### config.mk
export PLATFORM = sky130hd
export DESIGN_NAME = rr_mux_arbiter_4x1_flat
export DESIGN_NICKNAME = d
export VERILOG_FILES = /design/src/rtl/rr_mux_arbiter_4x1_if.sv /design/src/rtl/rr_mux_arbiter_4x1.sv /design/src/flat_wrapper.sv
export SDC_FILE = /design/constraint.sdc
export NUM_CORES = 1
export LEC_CHECK = 0
export ABC_AREA = 1
export CORE_MARGIN = 3
export CORE_UTILIZATION = 64
export CTS_CLUSTER_SIZE = 28
export DETAILED_ROUTE_END_ITERATION = 8
export DONT_BUFFER_PORTS = 1
export GPL_TIMING_DRIVEN = 0
export PLACE_DENSITY = 0.88
export SYNTH_ARGS = -nofsm -noshare
export SYNTH_HDL_FRONTEND = slang
export SYNTH_SLANG_ARGS = --single-unit
### constraint.sdc
create_clock -name clk -period 3.24 [get_ports clk]
set_input_delay 0.81 -clock clk [delete_from_list [all_inputs] [get_ports clk]]
set_output_delay 0.81 -clock clk [all_outputs]
set_load 0.02 [all_outputs]
### src/rtl/rr_mux_arbiter_4x1_if.sv
// Bundle between four producers, the round-robin mux/arbiter and one consumer.
// master = producer/consumer side, slave = the arbiter itself.
interface rr_mux_arbiter_4x1_if #(
  parameter int BITS = 4
);
  logic [3:0]      req;
  logic [BITS-1:0] in0;
  logic [BITS-1:0] in1;
  logic [BITS-1:0] in2;
  logic [BITS-1:0] in3;
  logic            out_ready;
  logic [3:0]      gnt;
  logic [1:0]      sel;
  logic [BITS-1:0] out;
  logic            out_valid;

  modport master (
    output req, in0, in1, in2, in3, out_ready,
    input  gnt, sel, out, out_valid
  );

  modport slave (
    input  req, in0, in1, in2, in3, out_ready,
    output gnt, sel, out, out_valid
  );
endinterface

### src/rtl/rr_mux_arbiter_4x1.sv
// Round-robin 4:1 mux arbiter: picks one requester, registers its data and
// offers it downstream until accepted, then returns to IDLE for one cycle.
module rr_mux_arbiter_4x1 #(
  parameter int BITS = 4
) (
  input  logic                 clk,
  input  logic                 rst,
  rr_mux_arbiter_4x1_if.slave  bus,
  output logic                 o_dbg_state,
  output logic [1:0]           o_dbg_ptr
);
  // Handshake: a beat transfers on a rising edge where out_valid && out_ready;
  // out/sel are stable while out_valid is high, and out_ready is ignored otherwise.
  typedef enum logic {IDLE = 1'b0, HOLD = 1'b1} state_t;

  state_t          r_state, w_state_nxt;
  logic [1:0]      r_ptr, w_ptr_nxt;
  logic [BITS-1:0] r_out, w_out_nxt;
  logic [1:0]      r_sel, w_sel_nxt;
  logic [3:0]      r_gnt, w_gnt_nxt;
  logic            r_valid, w_valid_nxt;

  logic [7:0]      w_dbl;
  logic [3:0]      w_rot;
  logic [1:0]      w_off;
  logic [1:0]      w_winner;
  logic [BITS-1:0] w_mux;

  // Rotate req so bit 0 is the requester at ptr; the lowest set bit wins.
  assign w_dbl = {bus.req, bus.req} >> r_ptr;
  assign w_rot = w_dbl[3:0];

  always_comb begin
    w_off = 2'd3;
    if (w_rot[0])      w_off = 2'd0;
    else if (w_rot[1]) w_off = 2'd1;
    else if (w_rot[2]) w_off = 2'd2;
  end

  assign w_winner = r_ptr + w_off;

  always_comb begin
    w_mux = bus.in0;
    case (w_winner)
      2'd0: w_mux = bus.in0;
      2'd1: w_mux = bus.in1;
      2'd2: w_mux = bus.in2;
      2'd3: w_mux = bus.in3;
      default: w_mux = bus.in0;
    endcase
  end

  always_comb begin
    w_state_nxt = r_state;
    w_ptr_nxt   = r_ptr;
    w_out_nxt   = r_out;
    w_sel_nxt   = r_sel;
    w_gnt_nxt   = 4'b0000;
    w_valid_nxt = r_valid;
    case (r_state)
      IDLE: begin
        if (|bus.req) begin
          w_out_nxt   = w_mux;
          w_sel_nxt   = w_winner;
          w_gnt_nxt   = 4'b0001 << w_winner;
          w_valid_nxt = 1'b1;
          w_ptr_nxt   = w_winner + 2'd1;
          w_state_nxt = HOLD;
        end
      end
      HOLD: begin
        if (bus.out_ready) begin
          w_valid_nxt = 1'b0;
          w_state_nxt = IDLE;
        end
      end
      default: w_state_nxt = IDLE;
    endcase
  end

  always_ff @(posedge clk or posedge rst) begin
    if (rst) begin
      r_state <= IDLE;
      r_ptr   <= 2'd0;
      r_out   <= '0;
      r_sel   <= 2'd0;
      r_gnt   <= 4'b0000;
      r_valid <= 1'b0;
    end else begin
      r_state <= w_state_nxt;
      r_ptr   <= w_ptr_nxt;
      r_out   <= w_out_nxt;
      r_sel   <= w_sel_nxt;
      r_gnt   <= w_gnt_nxt;
      r_valid <= w_valid_nxt;
    end
  end

  assign bus.out       = r_out;
  assign bus.sel       = r_sel;
  assign bus.gnt       = r_gnt;
  assign bus.out_valid = r_valid;
  assign o_dbg_state   = (r_state == HOLD);
  assign o_dbg_ptr     = r_ptr;
endmodule
### src/flat_wrapper.sv
// flat-port wrapper written by rule: the top's interface ports become plain ports
module rr_mux_arbiter_4x1_flat 
#(
  parameter int BITS = 4
)
  (clk, rst, o_dbg_state, o_dbg_ptr, bus_req, bus_in0, bus_in1, bus_in2, bus_in3, bus_out_ready, bus_gnt, bus_sel, bus_out, bus_out_valid);
  rr_mux_arbiter_4x1_if #(.BITS(BITS)) bus_i ();
  input  logic clk;
  input  logic rst;
  output logic o_dbg_state;
  output logic [1:0] o_dbg_ptr;
  input wire logic [$bits(bus_i.req)-1:0] bus_req;
  input wire logic [$bits(bus_i.in0)-1:0] bus_in0;
  input wire logic [$bits(bus_i.in1)-1:0] bus_in1;
  input wire logic [$bits(bus_i.in2)-1:0] bus_in2;
  input wire logic [$bits(bus_i.in3)-1:0] bus_in3;
  input wire logic [$bits(bus_i.out_ready)-1:0] bus_out_ready;
  output wire logic [$bits(bus_i.gnt)-1:0] bus_gnt;
  output wire logic [$bits(bus_i.sel)-1:0] bus_sel;
  output wire logic [$bits(bus_i.out)-1:0] bus_out;
  output wire logic [$bits(bus_i.out_valid)-1:0] bus_out_valid;
  assign bus_i.req = bus_req;
  assign bus_i.in0 = bus_in0;
  assign bus_i.in1 = bus_in1;
  assign bus_i.in2 = bus_in2;
  assign bus_i.in3 = bus_in3;
  assign bus_i.out_ready = bus_out_ready;
  assign bus_gnt = bus_i.gnt;
  assign bus_sel = bus_i.sel;
  assign bus_out = bus_i.out;
  assign bus_out_valid = bus_i.out_valid;
  rr_mux_arbiter_4x1 #(.BITS(BITS)) u_core (.clk(clk), .rst(rst), .bus(bus_i), .o_dbg_state(o_dbg_state), .o_dbg_ptr(o_dbg_ptr));
endmodule
==> impl_metrics.json <==
{
  "drc": 0,
  "core.rowCount": 12,
  "clock-sinks": 14,
  "finClkSkew_ps": 9.13,
  "grt_util_all_layers_pct": 22.7,
  "path_delay_family": "compound AO/OA/AOI/OAI gates",
  "vias": 708,
  "hpwlAfterDp_um": 1380,
  "tightest_slew_ps": 531,
  "grt_start_max_net_pins": 15,
  "synth_nets": 137,
  "grt_pass1_wl_um": 3110,
  "rr_worst_depth": 16,
  "finalPower_w": 0.00122,
  "ant_nets": 0,
  "numCtsBuffers": 3,
  "hold_viol": 0,
  "crit_path_top_delay_cell": "dfrtp_1",
  "clock-root-buffer": "clkbuf_4",
  "maxSlewHeadroom_pct": 64.6,
  "die_w_um": 42.2,
  "final_common_cell": "nand2_1",
  "maxCapViolCount": 0,
  "cp-start-kind": "register",
  "cts.htree.levels": 1,
  "viasPerCell": 5.66,
  "path_clk_slew_ps": 80,
  "cp_num_buf_inv": 3,
  "fmax_mhz": 386,
  "drv_slew": 0,
  "drt_iter0_markers": 15,
  "core_sq_um": 1170,
  "yosysWarningCount": 0,
  "synthDistinctLibCells": 16,
  "drt-pass1-iter-count": 4,
  "initial_utilization_pct": 71.6,
  "fin_area_sq_um": 878,
  "syn_avg_cell_area_sq_um": 7.76,
  "arrival_ps": 2760,
  "antenna_found_initial": 0,
  "min_period_ps": 2590,
  "final-setup-viol-count": 0,
  "netlist_instances": 108,
  "peakVddDrop_mv": 0.851,
  "fillers": 90,
  "cts_tree": "built",
  "area_growth_pct": 4.78,
  "hp-class": "in -> async",
  "rr_endpoint": "u_core.bus.out[0]",
  "cts_hold_buf": 0,
  "reg2reg_from": "u_core.o_dbg_ptr[0]",
  "leakagePower_nw": 0.454,
  "path_max_fanout": 8,
  "pin_count": 37,
  "placed_area_sq_um": 856,
  "dieArea_sq_um": 1780,
  "ff2ff_setup_slack_ps": 650,
  "final_util_pct": 75.0,
  "yosysSeqAreaShare_pct": 41.8,
  "routed_wl_um": 1820,
  "required_ps": 3410,
  "layout.nets": 142,
  "io_buffers": 0,
  "routabilityCongestion": 0.807,
  "drive_above_1_share_pct": 14.4,
  "synth_area_sq_um": 838,
  "path_cells": "buf_6, inv_4, nand2_2, nand2_2, nand2_1, o21ai_0, o21ai_0, ha_1, nand3_1, nand2_2, inv_1, ha_1, a21oi_1, nand3_1, o21ai_0, o21ai_0",
  "clock_path_buffers": 2,
  "end_kind": "register",
  "grt_pass1_vias": 746,
  "ctsResizeCount": 0,
  "diodes": 0,
  "worst_path_most_repeated_cell": "o21ai_0",
  "critPathKind": "reg -> reg",
  "grt-ovfl-total": 0,
  "final_cell_mix": "nand2_1, inv_1, o21ai_0, dfrtp_1, nor2_1",
  "synth_seq_cells": 14,
  "rsz0062_at_grt": "no",
  "wire_per_inst_um": 14.6,
  "post_cts_buffers": 0,
  "power_density_nw_per_um2": 1390,
  "critPathMaxStageDelay_ps": 510,
  "outcome": "completed",
  "holdWs_ps": 440,
  "finalSetupTns_ps": 0,
  "finalCritPeriodShare_pct": 80.0,
  "clock_latency_ps": 290,
  "die_h_um": 42.2
}
layer usage:
metal  up-vias  share of wire (%)  track usage [%]  routed length (um)
li1        351                  -                -                   -
met1       321                 39             25.5                 712
met2        31                 51             38.9                 922
met3         5                8.4             9.87                 154
met4         0                1.8             6.21                  33
met5         -                  0                0                   0
how the worst max path moves through the flow:
stage                         from                end  slack [ps]  depth (start not counted)
3_5_place_dp            bus_req[3]  u_core.bus.out[0]         630                         14
5_1_grt        u_core.o_dbg_ptr[0]  u_core.bus.out[0]         460                         16
3_3_place_gp            bus_req[1]  u_core.bus.out[0]         740                         14
2_1_floorplan           bus_req[3]  u_core.bus.out[3]         910                         14
4_1_cts        u_core.o_dbg_ptr[0]  u_core.bus.out[0]         660                         16
6_report       u_core.o_dbg_ptr[0]  u_core.bus.out[0]         650                         16
power by group:
part           leakage, nW  internal [W]  switching (W)  total (W)
clock               0.0138     0.0000432      0.0000542  0.0000975
combinational        0.264      0.000262       0.000446   0.000708
sequential           0.176      0.000257       0.000159   0.000417
total                0.454      0.000562       0.000660    0.00122
area by class of cell:
class	instances	area, sq um	area share [%]
Buffer	3	21.3	2.42
Multi-Input combinational cell	76	408	46.4
Inverter	15	58.8	6.70
Clock buffer	3	22.5	2.56
Tap cell	14	17.5	1.99
Sequential cell	14	350	39.9
per-stage QoR:
stage	std cells	worst slack, ps
floorplan	108	908
global placement	122	744
detailed placement	122	631
CTS	125	663
global route	125	462
finish	125	649
cells in the mapped netlist (all sizes together):
library cell	n	share of area [%]
nand2	31	16
o21bai	1	1.3
buf	3	2.5
nor2	9	4.0
nand3	8	5.4
o21ai	15	9.4
ha	6	9.0
dfrtp	14	42
a21oi	5	3.0
o31ai	1	0.90
inv	15	7.0
worst reg2reg max path, cell delays in order (launching register included):
cell	delay [ps]
dfrtp_1	510
buf_6	190
inv_4	40
nand2_2	60
nand2_2	60
nand2_1	60
o21ai_0	90
o21ai_0	220
ha_1	200
nand3_1	100
nand2_2	130
inv_1	90
ha_1	270
a21oi_1	190
nand3_1	100
o21ai_0	90
o21ai_0	90
kinds of logic (layout without fill, tap and decap cells):
| family | count (synthesis) | count (layout) | synth area share [%] |
|---|---|---|---|
| and+or+nand+nor | 48 | 48 | 25.1 |
| AOI/OAI and AO/OA | 22 | 22 | 14.6 |
| buffers and inverters | 18 | 21 | 9.55 |
| DFF | 14 | 14 | 41.8 |
| adders and majority gates | 6 | 6 | 8.95 |
flip-flops by register name, indices dropped and copies added (netlist names):
name and flops:
u_core.bus.out_valid 1, u_core.bus.out 4, u_core.bus.gnt 4, u_core.o_dbg_ptr 2
u_core.o_dbg_state 1, u_core.bus.sel 2
(Power assumes the default switching activity.)
